--- config.mk ---
export PLATFORM = sky130hd
export DESIGN_NAME = ftoi_pipe
export DESIGN_NICKNAME = d
export VERILOG_FILES = /design/src/rtl/fpu_pkg.sv /design/src/rtl/ftoi_shift.sv /design/src/rtl/ftoi_pipe.sv
export SDC_FILE = /design/constraint.sdc
export NUM_CORES = 1
export LEC_CHECK = 0
export CORE_UTILIZATION = 50
export CTS_CLUSTER_SIZE = 20
export DETAILED_ROUTE_END_ITERATION = 10
export DONT_BUFFER_PORTS = 1
export GPL_TIMING_DRIVEN = 0
export MAX_ROUTING_LAYER = met4
export PLACE_DENSITY_LB_ADDON = 0.12
export SYNTH_ARGS = -nofsm -noshare
export SYNTH_HDL_FRONTEND = slang
export SYNTH_SLANG_ARGS = --single-unit
--- constraint.sdc ---
create_clock -name clk -period 17.36 [get_ports clk]
set_input_delay 1.736 -clock clk [delete_from_list [all_inputs] [get_ports clk]]
set_output_delay 1.736 -clock clk [all_outputs]
set_load 0.01 [all_outputs]
--- src/rtl/fpu_pkg.sv ---
// Shared float-to-int constants and the IEEE-754 single-precision field layout.
package fpu_pkg;

  localparam int          EXP_BIAS  = 127;
  localparam logic [31:0] INT32_MAX = 32'h7FFF_FFFF;
  localparam logic [31:0] INT32_MIN = 32'h8000_0000;
  localparam int          TAG_W     = 5;

  // Exponent landmarks: |x| >= 0.5, integer-exact (no fraction bits left), always-saturating.
  localparam logic [7:0] EXP_HALF    = 8'(EXP_BIAS - 1);
  localparam logic [7:0] EXP_EXACT   = 8'(EXP_BIAS + 23);
  localparam logic [7:0] EXP_SAT     = 8'(EXP_BIAS + 32);
  localparam logic [7:0] EXP_SPECIAL = 8'hFF;

  typedef struct packed {
    logic        sign;
    logic [7:0]  exp;
    logic [22:0] frac;
  } float_t;

endpackage

--- src/rtl/ftoi_shift.sv ---
// Aligns the 24-bit significand to an integer magnitude and reports the first bit shifted out.
module ftoi_shift
  import fpu_pkg::*;
(
  input  logic [7:0]  exp,
  input  logic [23:0] sig,
  output logic [31:0] mag,
  output logic        guard
);

  logic [4:0]  sh_r;
  logic [3:0]  sh_l;
  logic [24:0] right_q;

  always_comb begin
    sh_r    = 5'(EXP_EXACT - exp);
    sh_l    = 4'(exp - EXP_EXACT);
    // An extra low bit catches the last bit shifted out as the guard.
    right_q = {sig, 1'b0} >> sh_r;
    mag     = '0;
    guard   = 1'b0;
    if (exp >= EXP_HALF && exp < EXP_EXACT) begin
      mag   = {8'b0, right_q[24:1]};
      guard = right_q[0];
    end else if (exp >= EXP_EXACT && exp < EXP_SAT) begin
      // e = 158 yields magnitudes >= 2^31, left for the saturation stage to judge.
      mag = {8'b0, sig} << sh_l;
    end
  end

endmodule

--- src/rtl/ftoi_pipe.sv ---
// Two-stage float32 -> int32 converter, round to nearest (ties away), saturating.
module ftoi_pipe
  import fpu_pkg::*;
(
  input  logic             clk,
  input  logic             rst,
  input  logic [31:0]      adata,
  input  logic             flag_in,
  input  logic [TAG_W-1:0] address_in,
  output logic [31:0]      result,
  output logic             flag_out,
  output logic [TAG_W-1:0] address_out,
  output logic             invalid_out
);

  float_t op;
  assign op = adata;

  logic             s1_sign_reg;
  logic [7:0]       s1_exp_reg;
  logic [23:0]      s1_sig_reg;
  logic             s1_zero_reg;
  logic             s1_nan_reg;
  logic             s1_inf_reg;
  logic             s1_flag_reg;
  logic [TAG_W-1:0] s1_addr_reg;

  always_ff @(posedge clk) begin
    if (rst) begin
      s1_sign_reg <= 1'b0;
      s1_exp_reg  <= '0;
      s1_sig_reg  <= '0;
      s1_zero_reg <= 1'b0;
      s1_nan_reg  <= 1'b0;
      s1_inf_reg  <= 1'b0;
      s1_flag_reg <= 1'b0;
      s1_addr_reg <= '0;
    end else begin
      s1_sign_reg <= op.sign;
      s1_exp_reg  <= op.exp;
      s1_sig_reg  <= {1'b1, op.frac};
      s1_zero_reg <= (op.exp == 8'd0);
      s1_nan_reg  <= (op.exp == EXP_SPECIAL) && (op.frac != '0);
      s1_inf_reg  <= (op.exp == EXP_SPECIAL) && (op.frac == '0);
      s1_flag_reg <= flag_in;
      s1_addr_reg <= address_in;
    end
  end

  logic [31:0] mag;
  logic        guard;
  logic [31:0] mag_rnd;
  logic [31:0] result_next;
  logic        invalid_next;

  ftoi_shift u_shift (
    .exp   (s1_exp_reg),
    .sig   (s1_sig_reg),
    .mag   (mag),
    .guard (guard)
  );

  assign mag_rnd = mag + {31'b0, guard};

  always_comb begin
    result_next  = '0;
    invalid_next = 1'b0;
    if (s1_nan_reg) begin
      result_next  = INT32_MAX;
      invalid_next = 1'b1;
    end else if (s1_inf_reg || s1_exp_reg >= EXP_SAT) begin
      result_next  = s1_sign_reg ? INT32_MIN : INT32_MAX;
      invalid_next = 1'b1;
    end else if (s1_zero_reg) begin
      result_next = '0;
    end else if (!s1_sign_reg) begin
      if (mag_rnd[31]) begin
        result_next  = INT32_MAX;
        invalid_next = 1'b1;
      end else begin
        result_next = mag_rnd;
      end
    end else if (mag_rnd > INT32_MIN) begin
      result_next  = INT32_MIN;
      invalid_next = 1'b1;
    end else begin
      // Exactly 2^31 negates onto itself, giving INT32_MIN without overflow.
      result_next = -mag_rnd;
    end
  end

  always_ff @(posedge clk) begin
    if (rst) begin
      result      <= '0;
      invalid_out <= 1'b0;
      flag_out    <= 1'b0;
      address_out <= '0;
    end else begin
      result      <= result_next;
      invalid_out <= invalid_next;
      flag_out    <= s1_flag_reg;
      address_out <= s1_addr_reg;
    end
  end

endmodule
==> impl_metrics.toml <==
[timing]
whs_ns = 0.437
slew_violations = 0
fmax_ghz = 0.130
period_needed_ns = 7.68
finalHoldViolations = 0
setup_violations = 0
fin_worst_skew_ns = 0.00810
post-route-period-util_pct = 44.3
worstMarginPinSlew_ns = 0.993
relSlewSlack_pct = 33.2
setup_tns_ns = 0
rsz0062_at_grt = "no"

[critical_path]
cp_slowest_cell = "nor4_1"
r2r_slack_ns = 9.68
cp_num_buf_inv = 10
cp_data_arrival_time_ns = 7.88
crit_type = "flip-flop to flip-flop"
endpoint_kind = "flip-flop"
critPathMaxFanout = 10
worstPathRequired_ns = 17.56
r2r_cells = 26
cp_slowest_stage_delay_ns = 0.70
cp_top_family = "buffers and inverters"
rr_endpoint = "result[4]"
rr_startpoint = "s1_exp_reg[0]"
cp-start-kind = "flip-flop"

[synthesis]
synth_top_area_share_pct = 20.6
netlist_instances = 931
ys_seq_elements = 81
synth_area_per_cell_um2 = 8.44
synth_area_leaders = "dfxtp_1, mux4_2, mux2i_1, mux2_2, nand2_1"
synth-xor-area-share_pct = 4.68
synth_compound_area_share_pct = 23.2
netlist_area_mm2 = 0.00786
synth_async_sr_flop_share_pct = 0
yosysTopAreaCell = "dfxtp_1"
ys_seq_area_share_pct = 20.6
synthAdderAreaFrac_pct = 1.11
synth_top_family_by_area = "simple AND/OR/NAND/NOR gates"
synthSimpleGateAreaFrac_pct = 23.4
synthDistinctLibCells = 92
synth_flop_cell = "dfxtp_1"
ys_warn_count = 0
synth_nets = 978
synthMuxAreaShare_pct = 21.2
synth_edf_count = 0

[outcome]
status = "completed"

[global_routing]
top_usage_layer = "met2"
grt_usage_pct = 33.1
grt_pass1_vias = 7234
use_met3_pct = 5.95
met1_usage_pct = 45.0
grt_max_degree = 13
use_met2_pct = 48.2
antenna_found_initial = 0
grt_overflow = 0
grt_pass1_wl_mm = 40.1

[pwr]
vdd_ir_drop_max_mv = 0.0753
combPwrFrac_pct = 31.7
swShare_pct = 33.8
power_uw = 559
seqPwrFrac_pct = 37.7
leakage_uw = 0.00309
clkPwrFrac_pct = 30.6
p_int_uw = 370
power.switching_uw = 189
powerDensity_mw_per_mm2 = 66.6

[die]
fp.dieW_um = 127
num_rows = 45
floorplan.initialDensity_pct = 51.5
die_height_um = 127
dieArea_mm2 = 0.0162
core_area_mm2 = 0.0153
num_io_pins = 79

[cts]
ctsRootBufferMaster = "clkbuf_16"
cts_hold_buf = 0
cts_made_buffers = 9
clk_pin_slew_ns = 0.06
worstSkewPairLatency_ns = 0.34
ctsResizeCount = 0
cts_setup_buffers = 0
clk_path_buf_depth = 2
ctsHtreeMaxLevel = 3
tritoncts = "done"
cts_sinks = 81

[drt]
vias = 7714
antenna_left = 0
wl_mm = 25.5
drt_iter0_markers = 837
drcViolationCount = 0
vias_per_cell = 6.67
wl_per_cell_um = 22.0
first_pass_iters = 6

[placed_design]
dp_hpwl_mm = 19.9
place.gp.congestion = 0.980
placed_cells = 1142
portBuffers = 0

[layout]
final_cell_count_no_fill = 1156
largest_reg_flops = 32
drive_gt1_share_pct = 16.8
area_growth_pct = 6.69
diodes = 0
final_nets = 989

[hold_path]
holdCritPathClass = "flip-flop to flip-flop"
whs_endpoint = "address_out[1]"
hold_start = "s1_addr_reg[1]"
whs_path_depth = 1

[run]
cap_violations = 0
## per-stage QoR
step                util (%)  setup WS (ns)  area, um2
global placement        53.2           9.81       8120
finish                  55.0           9.68       8390
floorplan                  -          11.42       7860
global route            55.0           9.25       8390
CTS                     55.0           9.76       8390
detailed placement      53.2           9.79       8120
## layout make-up
class | count | area (um2)
sequential | 81 | 1620
clock inverter | 3 | 18.8
tap | 211 | 264
fill | 1459 | 6870
clock buffer | 11 | 243
buffer | 68 | 372
multi-input combinational | 762 | 5790
inverter | 20 | 75.1
## worst max-delay path by stage
stage | from | to | slack, ns | depth (start not counted)
finish | s1_exp_reg[0] | result[4] | 9.68 | 26
global route | s1_exp_reg[0] | result[5] | 9.25 | 26
CTS | s1_exp_reg[0] | result[4] | 9.76 | 26
detailed placement | s1_exp_reg[0] | result[4] | 9.79 | 26
global placement | s1_exp_reg[0] | result[4] | 9.81 | 26
floorplan | s1_exp_reg[0] | result[2] | 11.42 | 26
## power groups by stage
stage               registers, uW  clock network, uW  logic (uW)
floorplan                     209                  0         134
global placement              214                  0         172
finish                        211                171         177
detailed placement            214                  0         172
global route                  211                180         191
CTS                           210                175         173
## Yosys cell counts (all sizes together) (6+ instances only)
cell type / number
nor2: 66
nand2b: 11
nand3: 31
mux2: 37
a21o: 9
nor2b: 44
nand2: 86
ha: 7
and3: 8
nand3b: 7
o211ai: 13
o21ai: 62
a32o: 7
nor3: 28
a31oi: 6
clkbuf: 35
nor4: 19
mux2i: 44
o32a: 6
inv: 20
o22ai: 7
dfxtp: 81
xnor2: 28
xor2: 14
a211oi: 18
o211a: 10
nand4: 8
a21oi: 30
buf: 33
mux4: 36
o32ai: 10
or2: 15
o31ai: 12
a22oi: 6
and2: 8
## cells by family after synthesis
family	count (synthesis)
flip-flops	81
XOR/XNOR	42
AO/OA/AOI/OAI	245
buffers and inverters	88
multiplexers	117
adder cells (fa/ha/maj)	7
AND/OR/NAND/NOR	351
## cells in the final DEF, fill, tap and decap left out, types with 6 or more instances in the layout
master     instances
xnor2_1           28
nor2_1            64
o21ai_0           49
o22ai_1            7
nor4_1            19
o32ai_1           10
nand2_1           85
o31ai_1           10
mux2_2            37
nor2b_1           44
mux4_2            36
o211ai_1          13
inv_1             19
buf_2             15
buf_4              7
mux2i_1           44
nor3_1            28
a211oi_1          18
o211a_1           10
a21oi_1           28
clkbuf_1          36
o32a_1             6
and3_1             8
buf_6              8
nand4_1            8
a21o_1             9
a22oi_1            6
o21ai_1           12
nand3_1           31
a31oi_1            6
or2_2             12
xor2_1            14
and2_1             7
nand3b_1           6
nand2b_1          11
dfxtp_1           81
ha_1               7
clkbuf_16          9
## worst reg2reg max path, cell delays in order, from the launching register on
cell and delay [ns]:
dfxtp_1 0.48, buf_6 0.21, buf_6 0.18, buf_8 0.17, inv_1 0.12, buf_2 0.23
clkbuf_1 0.26, ha_1 0.43, buf_2 0.30, buf_2 0.32, clkbuf_1 0.50, a211oi_1 0.20
a211oi_1 0.44, a21oi_1 0.08, a221oi_1 0.30, ha_1 0.25, ha_1 0.19, o21ai_0 0.25
nor4_1 0.70, mux2_2 0.42, o221a_2 0.32, o211a_1 0.16, nor4b_4 0.16, a31o_4 0.28
o21ai_4 0.27, buf_4 0.22, o21ai_0 0.10
## metal layers
layer  part of all wire (%)  vias to the layer above  wire length (um)
li1                       -                     3528                 -
met1                     43                     3639             11100
met2                     43                      470             11000
met3                    9.5                       77              2430
met4                    4.1                        0              1040
met5                      0                        -                 0
Note: power is estimated with default switching activity, not from simulation.
